--- src/rtl/alu_rs_if.sv ---
// Issue, CDB and execute bundle between the dispatch allocator,
// the ALU reservation station and the ALU execute unit.
interface alu_rs_if #(
  parameter int TAG_W  = 4,
  parameter int WORD_W = 32,
  parameter int OP_W   = 4
);
  logic              en_in;
  logic [OP_W-1:0]   op_in;
  logic [WORD_W-1:0] pc_in;
  logic [TAG_W-1:0]  tagx_in;
  logic [WORD_W-1:0] datax_in;
  logic [TAG_W-1:0]  tagy_in;
  logic [WORD_W-1:0] datay_in;
  logic [TAG_W-1:0]  tagw_in;
  logic [4:0]        addrw_in;
  logic              cdb_en;
  logic [TAG_W-1:0]  cdb_tag;
  logic [WORD_W-1:0] cdb_data;
  logic              busy_out;
  logic [TAG_W-1:0]  tagx_out;
  logic [TAG_W-1:0]  tagy_out;
  logic [TAG_W-1:0]  tagw_out;
  logic              ex_stall;
  logic              ex_en;
  logic [OP_W-1:0]   ex_op;
  logic [WORD_W-1:0] ex_a;
  logic [WORD_W-1:0] ex_b;
  logic [TAG_W-1:0]  ex_tagw;
  logic [4:0]        ex_addrw;
  logic [WORD_W-1:0] ex_pc;

  modport master (
    output en_in, op_in, pc_in, tagx_in, datax_in, tagy_in, datay_in,
           tagw_in, addrw_in, cdb_en, cdb_tag, cdb_data, ex_stall,
    input  busy_out, tagx_out, tagy_out, tagw_out,
           ex_en, ex_op, ex_a, ex_b, ex_tagw, ex_addrw, ex_pc
  );

  modport slave (
    input  en_in, op_in, pc_in, tagx_in, datax_in, tagy_in, datay_in,
           tagw_in, addrw_in, cdb_en, cdb_tag, cdb_data, ex_stall,
    output busy_out, tagx_out, tagy_out, tagw_out,
           ex_en, ex_op, ex_a, ex_b, ex_tagw, ex_addrw, ex_pc
  );
endinterface

--- src/rtl/alu_rs.sv ---
// ALU reservation station: holds renamed ops until operands arrive via CDB, fires one per cycle.
// Optional ALU_RS_CDB_FWD_EN: select/fire may consume the live CDB value in the same cycle.
module alu_rs #(
  parameter int DEPTH  = 4,
  parameter int TAG_W  = 4,
  parameter int WORD_W = 32,
  parameter int OP_W   = 4
) (
  input  logic    clk,
  input  logic    rst,
  input  logic    rdy,
  input  logic    flush,
  alu_rs_if.slave bus
);
  localparam int IDX_W = (DEPTH > 1) ? $clog2(DEPTH) : 1;

  logic [DEPTH-1:0]  valid;
  logic [OP_W-1:0]   op_q    [DEPTH];
  logic [WORD_W-1:0] pc_q    [DEPTH];
  logic [TAG_W-1:0]  tagx_q  [DEPTH];
  logic [WORD_W-1:0] datax_q [DEPTH];
  logic [TAG_W-1:0]  tagy_q  [DEPTH];
  logic [WORD_W-1:0] datay_q [DEPTH];
  logic [TAG_W-1:0]  tagw_q  [DEPTH];
  logic [4:0]        addrw_q [DEPTH];

  logic              ex_en_q;
  logic [OP_W-1:0]   ex_op_q;
  logic [WORD_W-1:0] ex_a_q;
  logic [WORD_W-1:0] ex_b_q;
  logic [TAG_W-1:0]  ex_tagw_q;
  logic [4:0]        ex_addrw_q;
  logic [WORD_W-1:0] ex_pc_q;

  logic              cdb_live;
  logic              busy;
  logic [DEPTH-1:0]  ready_vec;
  logic [IDX_W-1:0]  sel_idx;
  logic [IDX_W-1:0]  free_idx;
  logic [IDX_W-1:0]  head_idx;
  logic              sel_vld;
  logic              head_vld;
  logic              fire;
  logic [WORD_W-1:0] fire_a;
  logic [WORD_W-1:0] fire_b;

  assign cdb_live = bus.cdb_en && (bus.cdb_tag != '0);
  assign busy     = &valid;
  assign fire     = sel_vld && !bus.ex_stall;

  always_comb begin
    ready_vec = '0;
    sel_idx   = '0;
    sel_vld   = 1'b0;
    free_idx  = '0;
    head_idx  = '0;
    head_vld  = 1'b0;
    for (int unsigned i = 0; i < DEPTH; i++) begin
`ifdef ALU_RS_CDB_FWD_EN
      ready_vec[i] = valid[i]
                  && ((tagx_q[i] == '0) || (cdb_live && (tagx_q[i] == bus.cdb_tag)))
                  && ((tagy_q[i] == '0) || (cdb_live && (tagy_q[i] == bus.cdb_tag)));
`else
      ready_vec[i] = valid[i] && (tagx_q[i] == '0) && (tagy_q[i] == '0);
`endif
    end
    // Scan downwards so the lowest matching index is the one left standing.
    for (int unsigned i = DEPTH; i > 0; i--) begin
      if (ready_vec[i-1]) begin
        sel_idx = IDX_W'(i - 1);
        sel_vld = 1'b1;
      end
      if (!valid[i-1]) free_idx = IDX_W'(i - 1);
      if (valid[i-1]) begin
        head_idx = IDX_W'(i - 1);
        head_vld = 1'b1;
      end
    end
    fire_a = datax_q[sel_idx];
    fire_b = datay_q[sel_idx];
`ifdef ALU_RS_CDB_FWD_EN
    if (tagx_q[sel_idx] != '0) fire_a = bus.cdb_data;
    if (tagy_q[sel_idx] != '0) fire_b = bus.cdb_data;
`endif
  end

  assign bus.busy_out = busy;
  assign bus.tagx_out = head_vld ? tagx_q[head_idx] : '0;
  assign bus.tagy_out = head_vld ? tagy_q[head_idx] : '0;
  assign bus.tagw_out = (!head_vld || (fire && (sel_idx == head_idx))) ? '0 : tagw_q[head_idx];

  always_ff @(posedge clk or posedge rst) begin
    if (rst) begin
      valid      <= '0;
      ex_en_q    <= 1'b0;
      ex_op_q    <= '0;
      ex_a_q     <= '0;
      ex_b_q     <= '0;
      ex_tagw_q  <= '0;
      ex_addrw_q <= '0;
      ex_pc_q    <= '0;
      for (int unsigned i = 0; i < DEPTH; i++) begin
        op_q[i]    <= '0;
        pc_q[i]    <= '0;
        tagx_q[i]  <= '0;
        datax_q[i] <= '0;
        tagy_q[i]  <= '0;
        datay_q[i] <= '0;
        tagw_q[i]  <= '0;
        addrw_q[i] <= '0;
      end
    end else if (!rdy) begin
      ex_en_q <= 1'b0;
    end else if (flush) begin
      valid   <= '0;
      ex_en_q <= 1'b0;
    end else begin
      ex_en_q <= fire;
      if (fire) begin
        ex_op_q         <= op_q[sel_idx];
        ex_a_q          <= fire_a;
        ex_b_q          <= fire_b;
        ex_tagw_q       <= tagw_q[sel_idx];
        ex_addrw_q      <= addrw_q[sel_idx];
        ex_pc_q         <= pc_q[sel_idx];
        valid[sel_idx]  <= 1'b0;
      end
      for (int unsigned i = 0; i < DEPTH; i++) begin
        if (valid[i] && cdb_live && (tagx_q[i] == bus.cdb_tag)) begin
          tagx_q[i]  <= '0;
          datax_q[i] <= bus.cdb_data;
        end
        if (valid[i] && cdb_live && (tagy_q[i] == bus.cdb_tag)) begin
          tagy_q[i]  <= '0;
          datay_q[i] <= bus.cdb_data;
        end
      end
      // free_idx comes from registered valid, so a slot vacated by this edge's fire is never picked.
      if (bus.en_in && !busy) begin
        valid[free_idx]   <= 1'b1;
        op_q[free_idx]    <= bus.op_in;
        pc_q[free_idx]    <= bus.pc_in;
        tagw_q[free_idx]  <= bus.tagw_in;
        addrw_q[free_idx] <= bus.addrw_in;
        if (cdb_live && (bus.tagx_in == bus.cdb_tag)) begin
          tagx_q[free_idx]  <= '0;
          datax_q[free_idx] <= bus.cdb_data;
        end else begin
          tagx_q[free_idx]  <= bus.tagx_in;
          datax_q[free_idx] <= bus.datax_in;
        end
        if (cdb_live && (bus.tagy_in == bus.cdb_tag)) begin
          tagy_q[free_idx]  <= '0;
          datay_q[free_idx] <= bus.cdb_data;
        end else begin
          tagy_q[free_idx]  <= bus.tagy_in;
          datay_q[free_idx] <= bus.datay_in;
        end
      end
    end
  end

  assign bus.ex_en    = ex_en_q;
  assign bus.ex_op    = ex_op_q;
  assign bus.ex_a     = ex_a_q;
  assign bus.ex_b     = ex_b_q;
  assign bus.ex_tagw  = ex_tagw_q;
  assign bus.ex_addrw = ex_addrw_q;
  assign bus.ex_pc    = ex_pc_q;
endmodule

--- src/flat_wrapper.sv ---
// flat-port wrapper written by rule: the top's interface ports become plain ports
module alu_rs_flat 
#(
  parameter int DEPTH  = 4,
  parameter int TAG_W  = 4,
  parameter int WORD_W = 32,
  parameter int OP_W   = 4
)
  (clk, rst, rdy, flush, bus_en_in, bus_op_in, bus_pc_in, bus_tagx_in, bus_datax_in, bus_tagy_in, bus_datay_in, bus_tagw_in, bus_addrw_in, bus_cdb_en, bus_cdb_tag, bus_cdb_data, bus_ex_stall, bus_busy_out, bus_tagx_out, bus_tagy_out, bus_tagw_out, bus_ex_en, bus_ex_op, bus_ex_a, bus_ex_b, bus_ex_tagw, bus_ex_addrw, bus_ex_pc);
  alu_rs_if #(.TAG_W(TAG_W), .WORD_W(WORD_W), .OP_W(OP_W)) bus_i ();
  input  logic clk;
  input  logic rst;
  input  logic rdy;
  input  logic flush;
  input wire logic [$bits(bus_i.en_in)-1:0] bus_en_in;
  input wire logic [$bits(bus_i.op_in)-1:0] bus_op_in;
  input wire logic [$bits(bus_i.pc_in)-1:0] bus_pc_in;
  input wire logic [$bits(bus_i.tagx_in)-1:0] bus_tagx_in;
  input wire logic [$bits(bus_i.datax_in)-1:0] bus_datax_in;
  input wire logic [$bits(bus_i.tagy_in)-1:0] bus_tagy_in;
  input wire logic [$bits(bus_i.datay_in)-1:0] bus_datay_in;
  input wire logic [$bits(bus_i.tagw_in)-1:0] bus_tagw_in;
  input wire logic [$bits(bus_i.addrw_in)-1:0] bus_addrw_in;
  input wire logic [$bits(bus_i.cdb_en)-1:0] bus_cdb_en;
  input wire logic [$bits(bus_i.cdb_tag)-1:0] bus_cdb_tag;
  input wire logic [$bits(bus_i.cdb_data)-1:0] bus_cdb_data;
  input wire logic [$bits(bus_i.ex_stall)-1:0] bus_ex_stall;
  output wire logic [$bits(bus_i.busy_out)-1:0] bus_busy_out;
  output wire logic [$bits(bus_i.tagx_out)-1:0] bus_tagx_out;
  output wire logic [$bits(bus_i.tagy_out)-1:0] bus_tagy_out;
  output wire logic [$bits(bus_i.tagw_out)-1:0] bus_tagw_out;
  output wire logic [$bits(bus_i.ex_en)-1:0] bus_ex_en;
  output wire logic [$bits(bus_i.ex_op)-1:0] bus_ex_op;
  output wire logic [$bits(bus_i.ex_a)-1:0] bus_ex_a;
  output wire logic [$bits(bus_i.ex_b)-1:0] bus_ex_b;
  output wire logic [$bits(bus_i.ex_tagw)-1:0] bus_ex_tagw;
  output wire logic [$bits(bus_i.ex_addrw)-1:0] bus_ex_addrw;
  output wire logic [$bits(bus_i.ex_pc)-1:0] bus_ex_pc;
  assign bus_i.en_in = bus_en_in;
  assign bus_i.op_in = bus_op_in;
  assign bus_i.pc_in = bus_pc_in;
  assign bus_i.tagx_in = bus_tagx_in;
  assign bus_i.datax_in = bus_datax_in;
  assign bus_i.tagy_in = bus_tagy_in;
  assign bus_i.datay_in = bus_datay_in;
  assign bus_i.tagw_in = bus_tagw_in;
  assign bus_i.addrw_in = bus_addrw_in;
  assign bus_i.cdb_en = bus_cdb_en;
  assign bus_i.cdb_tag = bus_cdb_tag;
  assign bus_i.cdb_data = bus_cdb_data;
  assign bus_i.ex_stall = bus_ex_stall;
  assign bus_busy_out = bus_i.busy_out;
  assign bus_tagx_out = bus_i.tagx_out;
  assign bus_tagy_out = bus_i.tagy_out;
  assign bus_tagw_out = bus_i.tagw_out;
  assign bus_ex_en = bus_i.ex_en;
  assign bus_ex_op = bus_i.ex_op;
  assign bus_ex_a = bus_i.ex_a;
  assign bus_ex_b = bus_i.ex_b;
  assign bus_ex_tagw = bus_i.ex_tagw;
  assign bus_ex_addrw = bus_i.ex_addrw;
  assign bus_ex_pc = bus_i.ex_pc;
  alu_rs #(.DEPTH(DEPTH), .TAG_W(TAG_W), .WORD_W(WORD_W), .OP_W(OP_W)) u_core (.clk(clk), .rst(rst), .rdy(rdy), .flush(flush), .bus(bus_i));
endmodule
--- config.mk ---
export PLATFORM = sky130hd
export DESIGN_NAME = alu_rs_flat
export DESIGN_NICKNAME = d
export VERILOG_FILES = /design/src/rtl/alu_rs_if.sv /design/src/rtl/alu_rs.sv /design/src/flat_wrapper.sv
export SDC_FILE = /design/constraint.sdc
export NUM_CORES = 2
export LEC_CHECK = 0
export ABC_CLOCK_PERIOD_IN_PS = 48900
export CORE_ASPECT_RATIO = 0.5
export CORE_MARGIN = 5
export CORE_UTILIZATION = 64
export CTS_BUF_LIST = sky130_fd_sc_hd__clkbuf_8
export DETAILED_ROUTE_END_ITERATION = 8
export HOLD_SLACK_MARGIN = 0.02
export PLACE_DENSITY_LB_ADDON = 0.15
export SYNTH_ARGS = -nofsm -noshare
export SYNTH_HDL_FRONTEND = slang
export SYNTH_SLANG_ARGS = --single-unit
--- constraint.sdc ---
create_clock -name clk -period 48.9 [get_ports clk]
set_clock_uncertainty 0.2 [all_clocks]
set_input_delay 7.335 -clock clk [delete_from_list [all_inputs] [get_ports clk]]
set_output_delay 7.335 -clock clk [all_outputs]
set_load 0.02 [all_outputs]
# After elaboration in Yosys (flattened, before gate mapping)
# Index checks and enable logic that the tools add are counted.
[totals]
output_inout_bits = 123
mem_count = 0
register_bits = 582
latchBits = 0
input_bits = 160
word_cells = 248
ram_bits = 0
romBits = 0
[op_classes]
bitwise_logic = 10
add_sub_neg = 0
n_reduce_logical = 46
order_cmp = 8
mux = 133
div_mod_pow = 0
mul = 0
shifts = 0
n_eq_ne = 11
[op_table]
columns = ["cell", "count"]
rows = [
  ["32-bit 2-to-1 mux", 31],
  ["128-bit bitwise mux", 5],
  ["128-bit 2-to-1 mux", 4],
  ["32-bit binary-select mux with 2-bit select", 3],
  ["4-bit 2-to-1 mux", 43],
  ["16-bit bitwise mux", 4],
  ["32-bit demux with 2-bit select", 1],
  ["16-bit 2-to-1 mux", 4],
  ["4-bit binary-select mux with 2-bit select", 5],
  ["4-bit equality test", 10],
  ["16-bit bitwise AND", 2],
  ["4-bit zero test", 8],
  ["1-bit logical AND", 29],
  ["2-bit 2-to-1 mux", 12],
  ["20-bit bitwise mux", 1],
  ["16-bit inverter", 1],
  ["5-bit 2-to-1 mux", 3],
  ["1-bit 2-to-1 mux", 12],
  ["5-bit binary-select mux with 2-bit select", 1],
  ["5-bit demux with 2-bit select", 1],
  ["3-bit greater-or-equal comparator (second input constant)", 3],
  ["2-bit inverter with 3-bit output", 3],
  ["4-bit demux with 2-bit select", 1],
  ["2-bit by 3-bit less-than comparator with 1-bit output (second input constant)", 2],
  ["other kinds (14)", 19],
]

# Logic depth before layout (Yosys ltp)
[depth]
depth_word = 19
ltp_mapped = 9
ltp_nobuf = 5

# Least setup slack after synthesis
# Ideal clock, no wire load.
[synth_path]
path_type = "input -> output"
startpoint = "input bus_ex_stall"
endpoint = "output bus_tagw_out[0]"
t_required_ps = 41365
n_path_buf = 0
path_stages = 3
arrival_ps = 8131
path_slack_ps = 33234
path_cell_list = "a211oi_1 -> o32a_2 -> nor3b_1"
[synth_via]
elab_chain_cells = 5
[synth_rtl]
columns = ["element", "line", "text"]
rows = [
  ["start: declaration", "flat_wrapper.sv:27", "input wire logic [$bits(bus_i.ex_stall)-1:0] bus_ex_stall;"],
  ["1-bit zero test", "alu_rs.sv:49", "assign fire = sel_vld && !bus.ex_stall;"],
  ["1-bit logical AND", "alu_rs.sv:49", ""],
  ["1-bit logical AND", "alu_rs.sv:90", "assign bus.tagw_out = (!head_vld || (fire && (sel_idx == head_idx))) ? '0 : tagw_q[head_idx];"],
  ["1-bit logical OR", "alu_rs.sv:90", ""],
  ["4-bit 2-to-1 mux", "alu_rs.sv:90", ""],
  ["end: declaration", "flat_wrapper.sv:31", "output wire logic [$bits(bus_i.tagw_out)-1:0] bus_tagw_out;"],
]
# Every way passes these cells.

# Worst setup path after layout
[layout_path]
startpoint = "input bus_ex_stall"
endpoint = "output bus_tagw_out[1]"
# The elaborated chain is that of the path after synthesis.

==> impl_metrics.xml <==
<?xml version="1.0" encoding="UTF-8"?>
<metrics>
  <group name="status">
    <metric name="result_of_the_run" unit="">finished, final reports clean</metric>
  </group>
  <group name="placement">
    <metric name="gpl.final_weighted_congestion" unit="">0.884</metric>
    <metric name="placement.setup.worst_slack" unit="ns">32.13</metric>
    <metric name="dpl-instance-area" unit="mm²">0.0328</metric>
    <metric name="placedCellCount" unit="">3997</metric>
    <metric name="place_hpwl" unit="µm">57800</metric>
    <metric name="placement.io_buffers" unit="">282</metric>
  </group>
  <group name="floorplanning">
    <metric name="placementRows" unit="">56</metric>
    <metric name="die_height" unit="µm">163</metric>
    <metric name="die_area" unit="mm²">0.0515</metric>
    <metric name="floorplan.initialDensity" unit="">0.643</metric>
    <metric name="dieWidth" unit="µm">316</metric>
    <metric name="io-pin-count" unit="">283</metric>
    <metric name="core_area" unit="mm²">0.0466</metric>
  </group>
  <group name="sta">
    <metric name="final_critical_path_setup_slack" unit="ns">32.13</metric>
    <metric name="timing_hold_violations_final" unit="">0</metric>
    <metric name="worst-slew-pin-transition" unit="ns">1.29</metric>
    <metric name="rsz_0062_raised_after_global_routing" unit="">no</metric>
    <metric name="slew_viols_final" unit="">0</metric>
    <metric name="finalCriticalPeriod" unit="ns">16.77</metric>
    <metric name="timing.final.setup_violations" unit="">0</metric>
    <metric name="holdWs" unit="ns">0.271</metric>
    <metric name="maxSlewHeadroom" unit="">0.140</metric>
    <metric name="final.period_utilization" unit="">0.343</metric>
    <metric name="tns" unit="ns">0</metric>
    <metric name="fmax" unit="GHz">0.0596</metric>
  </group>
  <group name="clock_tree">
    <metric name="cts-resized-gates" unit="">0</metric>
    <metric name="h-tree-depth" unit="">3</metric>
    <metric name="cts_tree" unit="">yes</metric>
    <metric name="cts-buffers-inserted" unit="">83</metric>
    <metric name="cts.clk_slew.worst_paths" unit="ns">0.07</metric>
    <metric name="clk_latency" unit="ns">0.66</metric>
    <metric name="post_cts_buffers" unit="">0</metric>
    <metric name="ctsLongestPathBuffers" unit="">3</metric>
    <metric name="tritoncts_num_sinks" unit="">582</metric>
    <metric name="holdBufCountCts" unit="">0</metric>
    <metric name="cts_root_buf" unit="">clkbuf_8</metric>
  </group>
  <group name="logic_synthesis">
    <metric name="syn-num-nets" unit="">3522</metric>
    <metric name="asyncSetResetFlopFracSynth" unit="">1.00</metric>
    <metric name="yosys_warnings" unit="">0</metric>
    <metric name="mappedNetlistArea" unit="mm²">0.0300</metric>
    <metric name="syn-instance-count" unit="">3362</metric>
    <metric name="yosysTopAreaCellShare" unit="">0.486</metric>
    <metric name="synth-seq-area-share" unit="">0.486</metric>
    <metric name="post-synth-top-area-cell" unit="">dfrtp_1</metric>
    <metric name="yosys-top-cells-area" unit="">dfrtp_1 (49%), nand2_1 (7.9%), nand3_1 (4.9%), o21ai_0 (4.8%), clkbuf_1 (3.4%)</metric>
    <metric name="synth-edff-count" unit="">0</metric>
    <metric name="ys_dominant_reg_cell" unit="">dfrtp_1</metric>
    <metric name="synth.avg_cell_area" unit="µm²">8.91</metric>
    <metric name="yosysUniqueCellTypes" unit="">60</metric>
    <metric name="number_of_storage_elements_in_the_synthesis_netlist" unit="">582</metric>
  </group>
  <group name="routing">
    <metric name="totalWireLength" unit="µm">104000</metric>
    <metric name="viasPerCell" unit="">6.98</metric>
    <metric name="postRouteAntennaNets" unit="">0</metric>
    <metric name="first_pass_iters" unit="">6</metric>
    <metric name="drt-wirelength-per-cell" unit="µm">25.1</metric>
    <metric name="route.vias.total" unit="">28890</metric>
    <metric name="drc_violations_left" unit="">0</metric>
    <metric name="first_iter_violations" unit="">4052</metric>
  </group>
  <group name="global_route">
    <metric name="globalRouteMet2Util" unit="">0.623</metric>
    <metric name="globalRouteMet3Util" unit="">0.0828</metric>
    <metric name="gr-total-overflow" unit="">0</metric>
    <metric name="grt_most_used_layer" unit="">met2</metric>
    <metric name="global_routing_usage_on_met1" unit="">0.524</metric>
    <metric name="gr-usage-all-layers" unit="">0.396</metric>
    <metric name="grt_antenna_before_repair" unit="">3</metric>
    <metric name="first_pass_grt_wire_length" unit="µm">160000</metric>
    <metric name="grt_pass1_vias" unit="">28738</metric>
    <metric name="maximum_number_of_pins_on_one_net_before_global_route_repair" unit="">203</metric>
  </group>
  <group name="power_and_ir_drop">
    <metric name="leakage" unit="nW">15.0</metric>
    <metric name="p_int" unit="µW">992</metric>
    <metric name="pwr_density_cell" unit="mW/mm²">43.8</metric>
    <metric name="design_power_total" unit="mW">1.51</metric>
    <metric name="combinationalPowerShare" unit="">0.286</metric>
    <metric name="netSwitchingPower" unit="µW">516</metric>
    <metric name="share_clk_of_total_power" unit="">0.251</metric>
    <metric name="netSwitchingFraction" unit="">0.342</metric>
    <metric name="seq_power_share" unit="">0.463</metric>
    <metric name="max_vdd_drop" unit="mV">0.0262</metric>
  </group>
  <group name="critical_path">
    <metric name="critPathLaunchType" unit="">primary input</metric>
    <metric name="worst_ep_arrival_time" unit="ns">9.24</metric>
    <metric name="setup_cp_type" unit="">in2out</metric>
    <metric name="path_max_fanout" unit="">7</metric>
    <metric name="critical_path_sink_type" unit="">primary output</metric>
    <metric name="worstPathRequired" unit="ns">41.36</metric>
  </group>
  <group name="min_path">
    <metric name="hold_path_class" unit="">reg2reg</metric>
  </group>
  <group name="cells_and_area">
    <metric name="instances_no_fill" unit="">4137</metric>
    <metric name="post_route_cells_drive_above_1_share" unit="">0.0935</metric>
    <metric name="areaGrowthSynthToFinish" unit="%">14.8</metric>
    <metric name="final_nets" unit="">3604</metric>
    <metric name="final_design_area_no_fill" unit="mm²">0.0344</metric>
    <metric name="layout.filler_cells" unit="">3497</metric>
    <metric name="layout_common_cells" unit="">nand2_1 (626), dfrtp_1 (582), nand3_1 (294)</metric>
    <metric name="mostFrequentLayoutCell" unit="">nand2_1</metric>
    <metric name="utilization" unit="">0.738</metric>
  </group>
  <group name="run">
    <metric name="drv_cap" unit="">0</metric>
  </group>
</metrics>
## worst max-delay path, cell delays in order
cell	delay [ns]
clkdlybuf4s50_1	0.64
a211oi_1	0.09
o32a_2	0.29
nor3b_1	0.22
clkdlybuf4s50_1	0.66
## power by group through the flow
stage / combinational, mW / sequential (mW) / clock, mW
after global placement: 0.415 / 0.696 / 0
after CTS: 0.430 / 0.694 / 0.378
after global routing: 0.465 / 0.710 / 0.399
after floorplan: 0.198 / 0.736 / 0
final: 0.431 / 0.698 / 0.379
after detailed placement: 0.428 / 0.701 / 0
## metal layers
layer  vias up  routed length (µm)
met5         -                   0
met4         0                5900
met3       457               12700
met2      2292               46900
met1     13924               38100
li1      12217                   -
## state kept, by name (all words and copies together), names as in the netlist
register / cells
u_core.datax_q: 128
u_core.addrw_q: 20
u_core.op_q: 16
u_core.tagw_q: 16
u_core.bus.ex_b: 32
u_core.pc_q: 128
u_core.bus.ex_tagw: 4
u_core.bus.ex_addrw: 5
u_core.bus.ex_en: 1
u_core.tagx_q: 16
u_core.bus.ex_a: 32
u_core.bus.ex_pc: 32
u_core.bus.ex_op: 4
u_core.datay_q: 128
u_core.tagy_q: 16
u_core.valid: 4
## synth_stat cells, drive strengths merged (20+ instances only)
master  count
buf        72
a31oi     103
nand3     296
nor2       34
xnor2      32
o211ai    128
dfrtp     582
a21o       34
nor3      109
a31o       56
a21boi     63
mux2i      64
nand2     630
a32o       20
mux2       45
a221o      64
clkbuf    273
and3       58
a21oi     195
o21ai     290
inv        74
## path summary, 6_finish.rpt
path / cells past startpoint / end / startpoint / slack, ns
setup / recovery: 5 / bus_tagw_out[1] / bus_ex_stall / 32.13
hold / removal: 2 / u_core.pc_q[88]$_DFFE_PP0P_ / u_core.pc_q[88]$_DFFE_PP0P_ / 0.27
setup reg to reg: 7 / u_core.bus.ex_op[0]$_DFFE_PP0P_ / u_core.valid[2]$_DFFE_PP0P_ / 44.05
hold reg to reg: 2 / u_core.pc_q[88]$_DFFE_PP0P_ / u_core.pc_q[88]$_DFFE_PP0P_ / 0.27
max in group asynchronous: 5 / u_core.pc_q[48]$_DFFE_PP0P_ / rst / 38.45
min in group asynchronous: 2 / u_core.addrw_q[12]$_DFFE_PP0P_ / rst / 7.04
## cell type report
class	instances	area [µm²]	share of cell area
Sequential cell	582	14600	0.423
Multi-Input combinational cell	2361	13900	0.404
Timing Repair Buffer	342	3290	0.0955
Clock buffer	102	1400	0.0408
Tap cell	638	798	0.0232
Inverter	74	285	0.00829
Clock inverter	35	154	0.00447
Antenna cell	3	7.51	0.000218
## kinds of logic after synthesis
family | share of synthesized area
compound gates | 0.218
xor+xnor | 0.0117
buf+inv | 0.0566
flops | 0.486
mux | 0.0473
simple gates | 0.180
(Power assumes the default switching activity.)
